===== src/rtl/cache_arbiter_if.sv =====
// cache_arbiter_if
//   Bundles the I-cache, D-cache and memory-side signals of the shared
//   line-transfer port.
//   Requester side : i_read/i_addr/i_rdata/i_resp,
//                    d_read/d_write/d_addr/d_wdata/d_rdata/d_resp
//   Memory side    : m_read/m_write/m_addr/m_wdata/m_rdata/m_resp
//   Status         : busy
// Modports:
//   slave  - the arbiter's view (takes requests, drives the memory port)
//   master - the view of the environment (caches plus memory model)
interface cache_arbiter_if #(
  parameter int s_line = 256,
  parameter int s_addr = 32
);
  logic              i_read;
  logic [s_addr-1:0] i_addr;
  logic [s_line-1:0] i_rdata;
  logic              i_resp;
  logic              d_read;
  logic              d_write;
  logic [s_addr-1:0] d_addr;
  logic [s_line-1:0] d_wdata;
  logic [s_line-1:0] d_rdata;
  logic              d_resp;
  logic              m_read;
  logic              m_write;
  logic [s_addr-1:0] m_addr;
  logic [s_line-1:0] m_wdata;
  logic [s_line-1:0] m_rdata;
  logic              m_resp;
  logic              busy;

  modport slave (
    input  i_read, i_addr, d_read, d_write, d_addr, d_wdata, m_rdata, m_resp,
    output i_rdata, i_resp, d_rdata, d_resp, m_read, m_write, m_addr, m_wdata,
           busy
  );

  modport master (
    output i_read, i_addr, d_read, d_write, d_addr, d_wdata, m_rdata, m_resp,
    input  i_rdata, i_resp, d_rdata, d_resp, m_read, m_write, m_addr, m_wdata,
           busy
  );
endinterface


===== src/rtl/cache_arbiter.sv =====
// cache_arbiter
//   Shares one physical-memory line port between the I-cache (reads only)
//   and the D-cache (reads and writebacks). One transaction at a time: the
//   winner's address (and writeback data) is latched in IDLE and held
//   stable for the whole SERVE state; the memory completion is routed back
//   as a one-cycle resp to the granted requester only.
// Ports:
//   clk  - clock
//   rst  - synchronous, active-high reset
//   bus  - cache_arbiter_if.slave (requester, memory and busy signals)
// Configuration:
//   ARB_ROUND_ROBIN_EN - when defined, simultaneous I and D requests go to
//   the requester that did not win last time; otherwise D always wins.
module cache_arbiter #(
  parameter int s_line = 256,
  parameter int s_addr = 32
) (
  input  logic             clk,
  input  logic             rst,
  cache_arbiter_if.slave   bus
);

  typedef enum logic [1:0] {
    IDLE    = 2'd0,
    I_SERVE = 2'd1,
    D_SERVE = 2'd2
  } state_t;

  typedef enum logic {
    GRANT_I = 1'b0,
    GRANT_D = 1'b1
  } grant_t;

  state_t            state_q, state_d;
  grant_t            last_grant_q, last_grant_d;
  logic [s_addr-1:0] m_addr_q, m_addr_d;
  logic [s_line-1:0] m_wdata_q, m_wdata_d;
  logic              wr_q, wr_d;      // latched D op is a writeback

  logic i_pend;
  logic d_pend;
  logic pick_d;

  always_comb begin
    state_d      = state_q;
    last_grant_d = last_grant_q;
    m_addr_d     = m_addr_q;
    m_wdata_d    = m_wdata_q;
    wr_d         = wr_q;

    i_pend = bus.i_read;
    d_pend = bus.d_read | bus.d_write;

`ifdef ARB_ROUND_ROBIN_EN
    // A lone D request always wins; on a tie, D wins only if I went last.
    pick_d = d_pend & (~i_pend | (last_grant_q == GRANT_I));
`else
    pick_d = d_pend;
`endif

    unique case (state_q)
      IDLE: begin
        if (pick_d) begin
          state_d      = D_SERVE;
          last_grant_d = GRANT_D;
          m_addr_d     = bus.d_addr;
          // read+write together is treated as a write
          wr_d         = bus.d_write;
          if (bus.d_write) begin
            m_wdata_d = bus.d_wdata;
          end
        end else if (i_pend) begin
          state_d      = I_SERVE;
          last_grant_d = GRANT_I;
          m_addr_d     = bus.i_addr;
          wr_d         = 1'b0;
        end
      end
      I_SERVE: begin
        if (bus.m_resp) begin
          state_d = IDLE;
        end
      end
      D_SERVE: begin
        if (bus.m_resp) begin
          state_d = IDLE;
        end
      end
      default: begin
        state_d = IDLE;
      end
    endcase
  end

  always_ff @(posedge clk) begin
    if (rst) begin
      state_q      <= IDLE;
      last_grant_q <= GRANT_I;
      m_addr_q     <= '0;
      m_wdata_q    <= '0;
      wr_q         <= 1'b0;
    end else begin
      state_q      <= state_d;
      last_grant_q <= last_grant_d;
      m_addr_q     <= m_addr_d;
      m_wdata_q    <= m_wdata_d;
      wr_q         <= wr_d;
    end
  end

  // Strobes decode directly from the registered state, so they rise the
  // cycle after the grant and drop the cycle after resp or reset.
  assign bus.m_read  = (state_q == I_SERVE) | ((state_q == D_SERVE) & ~wr_q);
  assign bus.m_write = (state_q == D_SERVE) & wr_q;
  assign bus.m_addr  = m_addr_q;
  assign bus.m_wdata = m_wdata_q;
  assign bus.busy    = (state_q != IDLE);

  // A completion arriving together with reset belongs to a transaction
  // being abandoned, so it is not forwarded.
  assign bus.i_resp  = (state_q == I_SERVE) & bus.m_resp & ~rst;
  assign bus.d_resp  = (state_q == D_SERVE) & bus.m_resp & ~rst;

  assign bus.i_rdata = bus.m_rdata;
  assign bus.d_rdata = bus.m_rdata;

endmodule


===== src/flat_wrapper.sv =====
// flat-port wrapper written by rule: the top's interface ports become plain ports
module cache_arbiter_flat 
#(
  parameter int s_line = 256,
  parameter int s_addr = 32
)
  (clk, rst, bus_i_read, bus_i_addr, bus_d_read, bus_d_write, bus_d_addr, bus_d_wdata, bus_m_rdata, bus_m_resp, bus_i_rdata, bus_i_resp, bus_d_rdata, bus_d_resp, bus_m_read, bus_m_write, bus_m_addr, bus_m_wdata, bus_busy);
  cache_arbiter_if #(.s_line(s_line), .s_addr(s_addr)) bus_i ();
  input  logic clk;
  input  logic rst;
  input wire logic [$bits(bus_i.i_read)-1:0] bus_i_read;
  input wire logic [$bits(bus_i.i_addr)-1:0] bus_i_addr;
  input wire logic [$bits(bus_i.d_read)-1:0] bus_d_read;
  input wire logic [$bits(bus_i.d_write)-1:0] bus_d_write;
  input wire logic [$bits(bus_i.d_addr)-1:0] bus_d_addr;
  input wire logic [$bits(bus_i.d_wdata)-1:0] bus_d_wdata;
  input wire logic [$bits(bus_i.m_rdata)-1:0] bus_m_rdata;
  input wire logic [$bits(bus_i.m_resp)-1:0] bus_m_resp;
  output wire logic [$bits(bus_i.i_rdata)-1:0] bus_i_rdata;
  output wire logic [$bits(bus_i.i_resp)-1:0] bus_i_resp;
  output wire logic [$bits(bus_i.d_rdata)-1:0] bus_d_rdata;
  output wire logic [$bits(bus_i.d_resp)-1:0] bus_d_resp;
  output wire logic [$bits(bus_i.m_read)-1:0] bus_m_read;
  output wire logic [$bits(bus_i.m_write)-1:0] bus_m_write;
  output wire logic [$bits(bus_i.m_addr)-1:0] bus_m_addr;
  output wire logic [$bits(bus_i.m_wdata)-1:0] bus_m_wdata;
  output wire logic [$bits(bus_i.busy)-1:0] bus_busy;
  assign bus_i.i_read = bus_i_read;
  assign bus_i.i_addr = bus_i_addr;
  assign bus_i.d_read = bus_d_read;
  assign bus_i.d_write = bus_d_write;
  assign bus_i.d_addr = bus_d_addr;
  assign bus_i.d_wdata = bus_d_wdata;
  assign bus_i.m_rdata = bus_m_rdata;
  assign bus_i.m_resp = bus_m_resp;
  assign bus_i_rdata = bus_i.i_rdata;
  assign bus_i_resp = bus_i.i_resp;
  assign bus_d_rdata = bus_i.d_rdata;
  assign bus_d_resp = bus_i.d_resp;
  assign bus_m_read = bus_i.m_read;
  assign bus_m_write = bus_i.m_write;
  assign bus_m_addr = bus_i.m_addr;
  assign bus_m_wdata = bus_i.m_wdata;
  assign bus_busy = bus_i.busy;
  cache_arbiter #(.s_line(s_line), .s_addr(s_addr)) u_core (.clk(clk), .rst(rst), .bus(bus_i));
endmodule

===== config.mk =====
export PLATFORM = sky130hd
export DESIGN_NAME = cache_arbiter_flat
export DESIGN_NICKNAME = d
export VERILOG_FILES = /design/src/rtl/cache_arbiter_if.sv /design/src/rtl/cache_arbiter.sv /design/src/flat_wrapper.sv
export SDC_FILE = /design/constraint.sdc
export NUM_CORES = 1
export LEC_CHECK = 0
export CORE_AREA = 5 5 530 532
export DETAILED_ROUTE_END_ITERATION = 16
export DIE_AREA = 0 0 535 537
export GPL_TIMING_DRIVEN = 0
export PLACE_DENSITY = 0.3
export SYNTH_ARGS = -nofsm -noshare
export SYNTH_HDL_FRONTEND = slang
export SYNTH_SLANG_ARGS = --single-unit

===== constraint.sdc =====
create_clock -name clk -period 3.6 [get_ports clk]
set_input_delay 0.54 -clock clk [delete_from_list [all_inputs] [get_ports clk]]
set_output_delay 0.54 -clock clk [all_outputs]
set_load 0.01 [all_outputs]

# Word level (Yosys, flattened, before mapping)
# Index checks and enable logic that the tools add are counted.
# op_classes
eq_ne,4
muxes,8
bitwise_logic,10
reduce_logical,7
# op_table
op,count
32-bit two-way mux,2
1-bit AND,6
2-bit two-way mux,3
2-bit case mux with 2 select lines,1
2-bit AND reduction,2
2-bit nonzero test,2
3-bit by 2-bit != test with 1-bit output (second input constant),1
3-bit AND reduction,1
2-bit by 1-bit equality test with 1-bit output (second input constant),1
2-bit equality test (second input constant),1
2-bit logical NOT,1
1-bit two-way mux,2
2-bit by 1-bit != test with 1-bit output (second input constant),1
1-bit inverter,2
1-bit bitwise OR,2
2-bit OR reduction,1
# totals
register_bits,291
out_inout_bits,805
word_cells,33

# Depth between registers and ports, before layout
# logic_depth
word_depth,4
mapped_depth,8
ltp_nobuf,5

# Least setup slack after synthesis
# Ideal clock, no wire load.
# synth_path
kind,input-to-output
startpoint,input port rst
endpoint,output port bus_d_resp
arrival_time_ns,1.119
required_time_ns,3.060
setup_slack_ns,1.941
path_stages,3
path_buffers,2
path_cell_list,buf_2 > clkbuf_1 > and3b_1
# synth_between
elab_chain_cells,2
# synth_lines
element,line_no,text
from (decl),flat_wrapper.sv:10,input logic rst;
1-bit inverter,cache_arbiter.sv:122,assign bus.d_resp = (state_q == D_SERVE) & bus.m_resp & ~rst;
1-bit AND,cache_arbiter.sv:122,
to (decl),flat_wrapper.sv:22,output wire logic [$bits(bus_i.d_resp)-1:0] bus_d_resp;
# Every way passes these cells.

# Worst setup path after layout
# layout_path
startpoint,input port rst
endpoint,output port bus_i_resp
# layout_between
elab_chain_cells,2
# layout_lines
element,line_no,text
1-bit inverter,cache_arbiter.sv:121,assign bus.i_resp = (state_q == I_SERVE) & bus.m_resp & ~rst;
1-bit AND,cache_arbiter.sv:121,
to (decl),flat_wrapper.sv:20,output wire logic [$bits(bus_i.i_resp)-1:0] bus_i_resp;
# Every way passes these cells.

==> flow_metrics.tcl <==
set metrics [dict create \
    detailedRoute.firstIterationViolations 755 \
    setup_tns_ns 0 \
    final_min_period_over_clock_period_pct 73.28 \
    setup_viol 0 \
    max_freq_mhz 379.0 \
    timing.critical_path.arrival_ns 2.10 \
    cts_tree "yes" \
    fillers 31820 \
    crit_fanout 7 \
    layoutNonFillerInstCount 6760 \
    design.portCount 1387 \
    cts_sinks 291 \
    fp-row-count 193 \
    status "completed" \
    ys_seq_elements 291 \
    via_per_instance_ratio 2.488 \
    antenna_found_initial 51 \
    postLayoutCoreUtil_pct 11.59 \
    clock_transition_at_the_register_clock_pins_on_the_worst_setup_and_hold_paths_after_cts_ns 0.06 \
    timing.max_slew.rel_slack_pct 23.78 \
    synth.top_cell.area_share_pct 40.26 \
    dpl.hpwl_um 145500 \
    final_nets 3592 \
    post_synth_instance_area_mm2 0.01447 \
    powerDensity_mw_per_mm2 383.9 \
    final-hold-violation-count 0 \
    remaining_drc_errors 0 \
    total_routing_usage_gr_pct 10.55 \
    cp_data_required_time_ns 3.06 \
    first_pass_grt_wire_length_um 196600 \
    ys_types 23 \
    start_util_pct 5.251 \
    cts_htree_levels 2 \
    numPortBuffers 1128 \
    yosysTopAreaCell "dfxtp_1" \
    criticalPathCategory "in2out" \
    post_cts_hold_buffer_count 0 \
    count_of_antenna_violating_nets_left_after_detailed_routing 0 \
    regArea_mm2 0.005826 \
    startpoint_type "input pin" \
    cts_repair_resizes 0 \
    wirelength_um 160200 \
    via_count 16820 \
    worstHoldPathType "in2reg" \
    finalPower_mw 12.25 \
    detail_route.wl_per_cell_um 23.70 \
    tritoncts.num_buffers 44 \
    die-height_um 537 \
    timing.final.max_slew_violations 0 \
    clock-skew-final_ns 0.05009 \
    multi_input_gate_area_in_the_final_layout_mm2 0.004229 \
    clock_tree.root_cell "clkbuf_16" \
    maximum_ir_drop_on_the_vdd_rail_mv 0.3499 \
    first_pass_iteration_count_of_the_detailed_router 5 \
    worst-slew-pin-transition_ns 1.143 \
    first_global_vias 17520 \
    clock_insertion_delay_worst_skew_ns 0.68 \
    place.gp.congestion 0.9070 \
    max_cap_viol_count 0 \
    maximum_number_of_pins_on_one_net_before_global_route_repair 13 \
    floorplan.die_area_mm2 0.2873 \
    cts_setup_buffers 0 \
    period_needed_ns 2.638 \
    synthesis.nets 2417 \
    core_area_mm2 0.2755 \
    yosysSeqAreaShare_pct 40.26 \
    setup_repair_after_global_routing_missed_its_margin "false" \
    yosysWarningCount 0 \
    dp_cells 6666 \
    worst_hold_slack_ns 0.4180 \
    synth.avg_cell_area_um2 7.898 \
    grt_overflow 0 \
    netlist_top_cells_area "dfxtp_1, buf_4, nand2_1" \
    cts_buffer_depth 3 \
    syn-instance-count 1832 \
    most_common_library_cell_in_the_layout_ignoring_fill_and_taps "clkdlybuf4s50_1" \
    crit_path_end_kind "primary output" \
    syn2layout_area_growth_pct 120.6 \
    static-leakage-power_nw 11.52 \
    drive_gt1_share_pct 22.53 \
    dieWidth_um 535 \
    most-common-layout-cells "clkdlybuf4s50_1, nand2_1, buf_4" \
]
state kept, by name, indices dropped and copies added (netlist names):
| signal | count |
|---|---|
| u_core.bus.m_addr | 32 |
| u_core.bus.m_wdata | 256 |
| u_core.state_q | 2 |
| u_core.wr_q | 1 |
cells in the mapped netlist:
library cell / number
nor2_1: 32
buf_6: 4
nand2_2: 1
ha_1: 3
a21o_1: 1
inv_1: 4
o21ai_0: 34
nor2b_1: 3
and2_1: 2
a311oi_1: 2
buf_2: 36
nor2_2: 1
a21oi_1: 259
and3b_1: 2
nand2_1: 544
dfxtp_1: 291
nor3_1: 1
nand2b_1: 1
or3_1: 1
o31a_1: 1
clkbuf_1: 46
a311oi_2: 30
buf_4: 533
cell families (layout without fill, tap and decap cells):
family	Yosys count	in the layout	synth area share [%]
simple gates	588	588	15.49
compound gates	327	327	13.48
fa+ha+maj	3	3	0.2595
buf+inv	623	1832	30.51
other cells	0	14	0
flops	291	291	40.26
where the power goes:
group	leakage, nW	internal (mW)	switching, mW	total, mW
Clock	0.726	2.63	1.93	4.56
Sequential	2.39	3.52	0.199	3.72
Combinational	8.40	1.96	2.02	3.97
cell type report:
| class | instances | area share, % |
|---|---|---|
| plain buffers | 619 | 13.80 |
| flip-flops and latches | 291 | 18.25 |
| repair buffers | 1129 | 35.43 |
| diodes | 14 | 0.1098 |
| well taps | 3705 | 14.52 |
| inverters | 4 | 0.04704 |
| multi-input cells | 918 | 13.25 |
| clock inverters | 23 | 0.7369 |
| clock buffers | 57 | 3.853 |
per-layer routing:
layer	global-route usage (%)	wire (um)	part of all wire (%)
met1	11.72	60760	38
met2	17.24	73150	46
met3	6.438	23260	15
met4	2.161	2814	1.8
met5	0	225	0.14
worst max-delay path, cell delays in order:
cell             delay, ns
buf_2                 0.17
clkbuf_2              0.29
buf_12                0.23
and3b_1               0.23
clkdlybuf4s50_1       0.59
metrics by stage:
step	instance area [um2]	setup slack, ns
floorplan	14470	1.941
global placement	30400	-0.2389
detailed placement	30420	0.5030
CTS	31890	0.7823
global route	31900	0.7702
finish	31920	0.9618
worst paths after layout:
path,start,depth (start not counted),end,slack (ns)
worst min register to register,u_core.bus.m_wdata[117],2,u_core.bus.m_wdata[117],0.45
worst max register to register,u_core.state_q[0],7,u_core.bus.m_wdata[157],1.11
worst max-delay path,rst,5,bus_i_resp,0.96
worst min-delay path,bus_d_wdata[31],3,u_core.bus.m_wdata[31],0.42
Power figures use the tool's default switching activity.
